[src/rtl/video_sprite_motion_ctrl.sv]
// ----------------------------------------------------------------------------
// video_sprite_motion_ctrl
//
// Frame-synchronous motion controller for the sprite animation core. Every
// FRAME_DIV accepted frame_start pulses it moves a bouncing (x,y) sprite
// position one step inside the visible area. It then writes x_origin
// (byte address 0x4) and y_origin (byte address 0x8) to the sprite core over
// an Avalon-MM write-only master.
//
// Ports
//   clk              pixel clock
//   rst              synchronous reset, active-low
//   enable           1 = frame_start events are accepted while idle
//   frame_start      1-cycle pulse at the start of each frame
//   x_step, y_step   per-update step, in pixels and lines
//   avm_write        Avalon write strobe
//   avm_address      Avalon byte address (4 = x origin, 8 = y origin)
//   avm_writedata    origin value being written
//   avm_waitrequest  slave stall
//   busy             1 while a calc/write sequence is in progress
//   frame_miss       1-cycle pulse: frame_start arrived while busy
//
// Avalon handshake: a write is presented with avm_write=1 and a stable
// address and data. It completes on the first rising edge where
// avm_waitrequest=0. Until then, address, data and strobe are held unchanged.
// ----------------------------------------------------------------------------
module video_sprite_motion_ctrl #(
    parameter int H_DISPLAY    = 640,
    parameter int V_DISPLAY    = 480,
    parameter int SPRITE_HSIZE = 32,
    parameter int SPRITE_VSIZE = 32,
    parameter int X_INIT       = 0,
    parameter int Y_INIT       = 0,
    parameter int STEP_W       = 4,
    parameter int FRAME_DIV    = 1,
    parameter int AW           = 13
) (
    input  logic              clk,
    input  logic              rst,
    input  logic              enable,
    input  logic              frame_start,
    input  logic [STEP_W-1:0] x_step,
    input  logic [STEP_W-1:0] y_step,
    output logic              avm_write,
    output logic [AW-1:0]     avm_address,
    output logic [31:0]       avm_writedata,
    input  logic              avm_waitrequest,
    output logic              busy,
    output logic              frame_miss
);

    typedef enum logic [1:0] {IDLE, CALC, WR_X, WR_Y} state_t;

    localparam logic [31:0]   XM      = 32'(H_DISPLAY - SPRITE_HSIZE);
    localparam logic [31:0]   YM      = 32'(V_DISPLAY - SPRITE_VSIZE);
    localparam logic [31:0]   FD_LAST = 32'(FRAME_DIV - 1);
    localparam logic [AW-1:0] ADDR_X  = AW'(4);
    localparam logic [AW-1:0] ADDR_Y  = AW'(8);

    state_t      state_q, state_d;
    logic [31:0] x_pos_q, x_pos_d;
    logic [31:0] y_pos_q, y_pos_d;
    logic        x_neg_q, x_neg_d;     // 1 = moving toward 0
    logic        y_neg_q, y_neg_d;
    logic [31:0] frame_cnt_q, frame_cnt_d;
    logic        frame_miss_q, frame_miss_d;
    logic [32:0] x_next, y_next;       // {new direction, new position}

    // One axis of the bounce. The position clamps at the edge, and the
    // direction flips only when the edge is reached with a non-zero step.
    // Because of this, a zero step never flips the direction.
    function automatic logic [32:0] axis_step(
        input logic [31:0]       pos,
        input logic [STEP_W-1:0] step,
        input logic              neg,
        input logic [31:0]       lim
    );
        logic [31:0] s;
        logic [31:0] np;
        logic        nd;
        s  = {{(32-STEP_W){1'b0}}, step};
        nd = neg;
        if (!neg) begin
            np = (pos + s > lim) ? lim : pos + s;
            if (np == lim && s != 32'd0) nd = 1'b1;
        end else begin
            np = (pos < s) ? 32'd0 : pos - s;
            if (np == 32'd0 && s != 32'd0) nd = 1'b0;
        end
        return {nd, np};
    endfunction

    // State and datapath registers
    always_ff @(posedge clk) begin
        if (!rst) begin
            state_q      <= IDLE;
            x_pos_q      <= 32'(X_INIT);
            y_pos_q      <= 32'(Y_INIT);
            x_neg_q      <= 1'b0;
            y_neg_q      <= 1'b0;
            frame_cnt_q  <= 32'd0;
            frame_miss_q <= 1'b0;
        end else begin
            state_q      <= state_d;
            x_pos_q      <= x_pos_d;
            y_pos_q      <= y_pos_d;
            x_neg_q      <= x_neg_d;
            y_neg_q      <= y_neg_d;
            frame_cnt_q  <= frame_cnt_d;
            frame_miss_q <= frame_miss_d;
        end
    end

    // Next state and datapath update
    always_comb begin
        state_d     = state_q;
        x_pos_d     = x_pos_q;
        y_pos_d     = y_pos_q;
        x_neg_d     = x_neg_q;
        y_neg_d     = y_neg_q;
        frame_cnt_d = frame_cnt_q;
        x_next      = axis_step(x_pos_q, x_step, x_neg_q, XM);
        y_next      = axis_step(y_pos_q, y_step, y_neg_q, YM);
        // A frame_start seen in any non-idle state is dropped and reported.
        frame_miss_d = frame_start && (state_q != IDLE);

        unique case (state_q)
            IDLE: begin
                if (enable && frame_start) begin
                    if (frame_cnt_q == FD_LAST) begin
                        frame_cnt_d = 32'd0;
                        state_d     = CALC;
                    end else begin
                        frame_cnt_d = frame_cnt_q + 32'd1;
                    end
                end
            end
            CALC: begin
                x_pos_d = x_next[31:0];
                x_neg_d = x_next[32];
                y_pos_d = y_next[31:0];
                y_neg_d = y_next[32];
                state_d = WR_X;
            end
            WR_X: if (!avm_waitrequest) state_d = WR_Y;
            WR_Y: if (!avm_waitrequest) state_d = IDLE;
            default: state_d = IDLE;
        endcase
    end

    // Outputs are decoded from registered state only
    always_comb begin
        avm_write     = 1'b0;
        avm_address   = '0;
        avm_writedata = 32'd0;
        unique case (state_q)
            WR_X: begin
                avm_write     = 1'b1;
                avm_address   = ADDR_X;
                avm_writedata = x_pos_q;
            end
            WR_Y: begin
                avm_write     = 1'b1;
                avm_address   = ADDR_Y;
                avm_writedata = y_pos_q;
            end
            default: ;
        endcase
        busy       = (state_q != IDLE);
        frame_miss = frame_miss_q;
    end

endmodule

[config.mk]
export PLATFORM = sky130hd
export DESIGN_NAME = video_sprite_motion_ctrl
export DESIGN_NICKNAME = d
export VERILOG_FILES = /design/src/rtl/video_sprite_motion_ctrl.sv
export SDC_FILE = /design/constraint.sdc
export NUM_CORES = 1
export LEC_CHECK = 0
export BUFFER_PORTS_ARGS = -buffer_cell sky130_fd_sc_hd__buf_2
export CELL_PAD_IN_SITES_DETAIL_PLACEMENT = 0
export CELL_PAD_IN_SITES_GLOBAL_PLACEMENT = 1
export CORE_UTILIZATION = 49
export CTS_CLUSTER_DIAMETER = 60
export CTS_CLUSTER_SIZE = 12
export DETAILED_ROUTE_END_ITERATION = 8
export PLACE_DENSITY = 0.94
export SKIP_LAST_GASP = 1
export SYNTH_ARGS = -nofsm -noshare
export SYNTH_HDL_FRONTEND = slang
export SYNTH_SLANG_ARGS = --single-unit
export TNS_END_PERCENT = 20
[constraint.sdc]
create_clock -name clk -period 6.4 [get_ports clk]
set_input_delay 0 -clock clk [delete_from_list [all_inputs] [get_ports clk]]
set_output_delay 0 -clock clk [all_outputs]
set_load 0.01 [all_outputs]
==> results of run 1 <==
==> worst paths after layout <==
| kind | cells past startpoint | start | to |
|---|---|---|---|
| setup / recovery | 9 | x_pos_q[2]$_SDFFE_PN0N_ | x_pos_q[7]$_SDFFE_PN0N_ |
| hold reg to reg | 2 | frame_cnt_q[31]$_SDFFE_PN0P_ | frame_cnt_q[31]$_SDFFE_PN0P_ |
| setup reg to reg | 9 | x_pos_q[2]$_SDFFE_PN0N_ | x_pos_q[7]$_SDFFE_PN0N_ |
| hold / removal | 4 | enable | frame_cnt_q[1]$_SDFFE_PN0P_ |
==> worst reg2reg max path: stages (launching register included) <==
cell and delay, ps:
dfxtp_1 420, ha_1 350, or3b_1 440, a31oi_2 460, o2111ai_1 240, mux2i_1 210, a31o_2 250, a2111oi_2 830
nand2_1 210, a31oi_1 200
==> synthesized netlist by cell type (11+ instances only) <==
master | number | area, sq um
a21oi_1 | 44 | 220
a22o_1 | 33 | 289
a22oi_1 | 19 | 143
and3_1 | 12 | 75.1
buf_4 | 11 | 82.6
clkbuf_1 | 92 | 345
dfxtp_1 | 101 | 2020
ha_1 | 22 | 275
inv_1 | 28 | 105
mux2i_1 | 14 | 140
nand2_1 | 83 | 312
nand2b_1 | 14 | 87.6
nand3_1 | 51 | 255
nand4_1 | 25 | 156
nor2_1 | 135 | 507
nor3_1 | 52 | 260
nor4_1 | 29 | 181
o2111ai_1 | 11 | 96.3
o21a_1 | 11 | 82.6
o21ai_0 | 69 | 345
or2_2 | 11 | 68.8
or3_1 | 20 | 125
xnor2_1 | 35 | 307
xor2_1 | 34 | 298
==> registers in the layout (all words and copies together) (netlist names) <==
name         count
y_pos_q         32
frame_miss       1
x_pos_q         32
x_neg_q          1
state_q          2
frame_cnt_q     32
y_neg_q          1
==> layout make-up <==
cell class              instances  area (sq um)
fillers                      1674          7810
multi-input cells             914          5840
flip-flops and latches        101          2020
repair buffers                 59           325
well taps                     220           275
clock buffers                   9           225
inverters                      29           109
clock inverters                 7          86.3
==> routing by layer <==
metal	track usage [%]	routed length, microns	part of all wire (%)	vias to the layer above
li1	-	-	-	4110
met5	0	0	0	-
met3	2.74	1520	6.0	79
met4	15.7	1160	4.6	0
met2	45.9	11700	46	349
met1	37.4	10800	43	3998
==> where the power goes <==
part / switching (W) / internal (W)
clock network: 0.000290 / 0.000281
registers: 0.0000655 / 0.000661
logic: 0.000892 / 0.000490
total: 0.00125 / 0.00143
==> cell families (layout without fill, tap and decap cells) <==
group                      count (synthesis)  count (layout)  share of synthesized area [%]
buffers and inverters                    144             104                           7.19
adders and majority gates                 26              26                           4.22
muxes                                     18              18                           2.20
other                                      1              11                         0.0445
AOI/OAI and AO/OA                        293             293                           24.4
xor gates and xnor gates                  69              69                           7.17
DFF                                      101             101                           24.0
and+or+nand+nor                          497             497                           30.8
==> metrics by stage <==
step / util (%) / hold slack, ps / setup WS (ps) / power [W] / std cells
2_1_floorplan: - / 153 / 3330 / 0.00178 / 1159
3_3_place_gp: 51.2 / 274 / 2790 / 0.00208 / 1321
3_5_place_dp: 51.2 / 276 / 2780 / 0.00209 / 1321
4_1_cts: 53.2 / 52.5 / 2740 / 0.00266 / 1339
5_1_grt: 53.2 / 75.0 / 2400 / 0.00286 / 1339
6_report: 53.2 / 55.2 / 2720 / 0.00268 / 1339
==> what timing repair did <==
action | in CTS | in global routing
setup endpoints to repair | 0 | 0
hold endpoints to repair | 2 | 0
buffers inserted | 0 | 0
hold buffers | 2 | 0
==> results.md, run 1 <==
- Final ANT Viol Nets: 0
- Finished Cell Area: 8890 sq um
- Cell Area, Synth: 8430 sq um
- P_leak: 3.37 nW
- Share of cells above drive strength 1: 10.1%
- Clock Path Buffers: 2
- Nets: 1,153
- Synth cell types: 88
- Setup violators final: 0
- DR WL/cell: 18.8 microns
- Fmax: 272 MHz
- Status: completed
- Syn Inst Count: 1,149
- Fin crit period: 3680 ps
- Area delta synth->final: 5.45%
- Placed inst area: 8560 sq um
- Via Count: 8,536
- Via/cell ratio: 6.37
- First-pass GRT wire length: 40.7 mm
- DP HPWL: 18.2 mm
- Setup tns final: 0 ps
- Bufs and invs on worst path: 0
- Number of flops mapped to enable cells by yosys: 0
- Die width: 133 microns
- PD cells: 302 nW/um^2
- Max Cap Viol: 0
- Gpl congestion: 0.972
- Yosys warning count: 0
- Largest net degree at the start of global routing: 56
- Inserted Clock Buffers: 9
- Initial antenna violation count: 0
- Critical path, cell by cell: ha_1, or3b_1, a31oi_2, o2111ai_1, mux2i_1, a31o_2, a2111oi_2, nand2_1, a31oi_1
- R2R Setup Slk: 2720 ps
- Clock root buffer: clkbuf_16
- Worst path arrival time: 3980 ps
- Prevailing post-synth register cell: dfxtp_1
- Worst-path clk slew: 80 ps
- Startpoint Class: register
- Clk_lat worst skew: 360 ps
- Die Y: 133 microns
- Row Count: 47
- Crit end category: register
- Number of inserted diodes: 0
- Final Max Slew Viols: 0
- CP max FO: 8
- Total global routing overflow: 0
- CTS tree: done
- Total global-route track usage: 28.5%
- Die area: 17,700 sq um
- Worst slew pin tran: 1110 ps
- Period Utilization, post-route: 57.5%
- Final wirelength: 25.2 mm
- Crit path kind: reg2reg
- Final Hold Viols: 0
- Starting Density: 50.5%
- RSZ-0062 raised after global routing: no
- Vias in the first global route: 7,782
- # DRC: 0
- Most common cell after layout, fill and taps aside: nor2_1
- Max Clock Skew: 12.1 ps
- # IOs: 61
- CTS Sinks: 101
- Slowest cell on crit path: a2111oi_2
- WP data required: 6700 ps
- Port Buffers: 49
- Synthesis-stage register bit count: 101
- Synthesized area per cell: 7.34 sq um
- CP top delay family: compound AO/OA/AOI/OAI gates
- Synth async-reset ratio: 0%
- Max VDD drop: 183 uV
- Core Region: 16,700 sq um
- Worst hold path class: in2reg
- Relative slew slack: 25.2%
- DRT iter0 DRCs: 753
- Commonest non-fill, non-tap cells in the layout: nor2_1 (135), dfxtp_1 (101), nand2_1 (83)
- Worst path max stage delay: 830 ps
- H-Tree Depth: 3
- Sequential share of the synthesized area: 24.0%
- Router iterations before antenna repair: 5
- CTS resizes: 0
Power figures use the tool's default switching activity.
==> run 2, diff against run 1 <==
Settings changed: CORE_UTILIZATION 49 to 41, PLACE_DENSITY 0.94 to 0.85.
Clock period 6.4 ns to 3.3 ns, I/O delays scaled along.
==> run 2 against run 1 <==
Non-clock buffer count up 61. Clock skew down 3.1 ps. Combinational power up 110%. Clock power up 93%. Hold slack better by 18 ps. First-iteration DRC count up 14%. Cell count up 8.3%. Final area up 5.8%. Critical path depth up 3. Largest cell class unchanged. Highest routed layer unchanged.
==> results.md, run 2 (synthesized netlist as in run 1, its figures left out) <==
- Status: completed
- Row Count: 52
- Gpl congestion: 0.914
- First-pass GRT wire length: 43.2 mm
- H-Tree Depth: 3
- Tightest hold margin: 73.5 ps
- Die Y: 145 microns
- Total global routing overflow: 0
- Postcts setup bufs: 0
- Final wirelength: 26.6 mm
- # DRC: 0
- # IOs: 61
- Reg area: 2020 sq um
- Worst-path clk slew: 80 ps
- CTS tree: done
- Via Count: 8,847
- Period Utilization, post-route: 94.6%
- Max Cap Viol: 0
- Total global-route track usage: 25.3%
- Worst path max stage delay: 400 ps
- Grt peak-use layer: met2
- Die area: 21,100 sq um
- Final core utilization: 46.6%
- PnR Total Power: 0.00541 W
- Worst r2r path cells: 12
- Die width: 145 microns
- Vias in the first global route: 8,132
- Inserted Clock Buffers: 9
- Met1 usage: 34.0%
- Setup tns final: 0 ps
- Starting Density: 41.8%
- Share of cells above drive strength 1: 14.8%
- CTS Sinks: 101
- Routing usage on met3: 2.70%
- R2R Path Start: x_pos_q[0]$_SDFFE_PN0N_
- Largest net degree at the start of global routing: 46
- RSZ-0062 raised after global routing: yes
- Max VDD drop: 295 uV
- Setup violators final: 0
- Clk_lat worst skew: 360 ps
- Port Buffers: 49
- Clock root buffer: clkbuf_16
- Regs by FF count: frame_cnt_q x32, x_pos_q x32, y_pos_q x32
- Layout fillers: 2,074
- Number of inserted diodes: 0
- Clock Path Buffers: 2
- Reg2reg end: x_neg_q$_SDFFE_PN0N_
- Final ANT Viol Nets: 0
- Placed inst area: 9080 sq um
- Hold path cells: 4
- Worst slew pin tran: 1040 ps
- CP top delay family: compound AO/OA/AOI/OAI gates
- PD cells: 575 nW/um^2
- HP Start: enable
- DRT iter0 DRCs: 858
- R2R Setup Slk: 180 ps
- P_leak: 3.68 nW
- DR WL/cell: 18.4 microns
- Relative slew slack: 30.4%
- Crit end category: register
- Via/cell ratio: 6.10
- Area delta synth->final: 11.6%
- Router iterations before antenna repair: 5
- Worst path arrival time: 3380 ps
- Commonest non-fill, non-tap cells in the layout: nor2_1 (135), dfxtp_1 (101), nand2_1 (83)
- Fmax: 320 MHz
- Nets: 1,214
- Hold Path Sink: frame_cnt_q[1]$_SDFFE_PN0P_
- CP Depth: 12
- Most common cell after layout, fill and taps aside: nor2_1
- CP max FO: 7
- Initial antenna violation count: 0
- Met2 GRT Util: 41.4%
- DP HPWL: 19.7 mm
- Startpoint Class: register
- Worst hold path class: in2reg
- Final Max Slew Viols: 0
- Crit path kind: reg2reg
- Most Frequent Cell on Critical Path: a21o_1
- WP data required: 3560 ps
- Finished Cell Area: 9400 sq um
- Critical path, cell by cell: inv_1, ha_1, inv_1, fa_1, a21o_1, a21o_1, or2_2, o41ai_1, a21o_1, o2111ai_1, a211o_1, a31o_1
- Final Hold Viols: 0
- Core Region: 20,200 sq um
- Max Clock Skew: 8.95 ps
- Fin crit period: 3120 ps
- Bufs and invs on worst path: 2
- Multi-input gate area: 5850 sq um
- Slowest cell on crit path: fa_1
-- run 2: worst reg2reg max path, cell delays in order (launching register included) --
cell and delay [ps]:
dfxtp_1 350, inv_1 60, ha_1 180, inv_1 60
fa_1 400, a21o_1 200, a21o_1 270, or2_2 340
o41ai_1 370, a21o_1 180, o2111ai_1 120, a211o_1 280
a31o_1 210
-- run 2: per-layer routing --
metal	wire, microns	vias to the layer above	part of all wire [%]
met5	0	-	0
met1	11600	4188	43
li1	-	4227	-
met2	12500	368	47
met3	1720	64	6.5
met4	829	0	3.1
-- run 2: repair_timing --
action | 4_1_cts | 5_1_grt
hold buffers | 2 | 0
hold endpoints to repair | 2 | 0
gates resized for setup | 0 | 1
setup endpoints to repair | 0 | 2
-- run 2: cell type report --
type / instances / share of cell area, %
multi-input combinational: 914 / 62.2
sequential: 101 / 21.5
timing repair buffer: 120 / 8.33
tap: 270 / 3.59
clock buffer: 9 / 2.40
inverter: 29 / 1.16
clock inverter: 7 / 0.812
-- run 2: metrics by stage --
step | worst slack (ps) | cells
floorplan | 230 | 1159
global placement | 171 | 1432
detailed placement | 69.9 | 1432
CTS | 58.1 | 1450
global route | -67.0 | 1450
finish | 178 | 1450
-- run 2: where the power goes --
| group | switching (W) | internal, W |
|---|---|---|
| Sequential | 0.0000926 | 0.00128 |
| Clock | 0.000557 | 0.000542 |
| Combinational | 0.00185 | 0.00109 |
-- run 2: worst max path at each step --
stage | slack (ps) | end | from
floorplan | 230 | x_pos_q[7]$_SDFFE_PN0N_ | x_pos_q[2]$_SDFFE_PN0N_
global placement | 170 | x_neg_q$_SDFFE_PN0N_ | x_pos_q[1]$_SDFFE_PN0N_
detailed placement | 70 | x_neg_q$_SDFFE_PN0N_ | x_pos_q[1]$_SDFFE_PN0N_
CTS | 60 | x_neg_q$_SDFFE_PN0N_ | x_pos_q[1]$_SDFFE_PN0N_
global route | -70 | y_neg_q$_SDFFE_PN0N_ | y_pos_q[0]$_SDFFE_PN0N_
finish | 180 | x_neg_q$_SDFFE_PN0N_ | x_pos_q[0]$_SDFFE_PN0N_
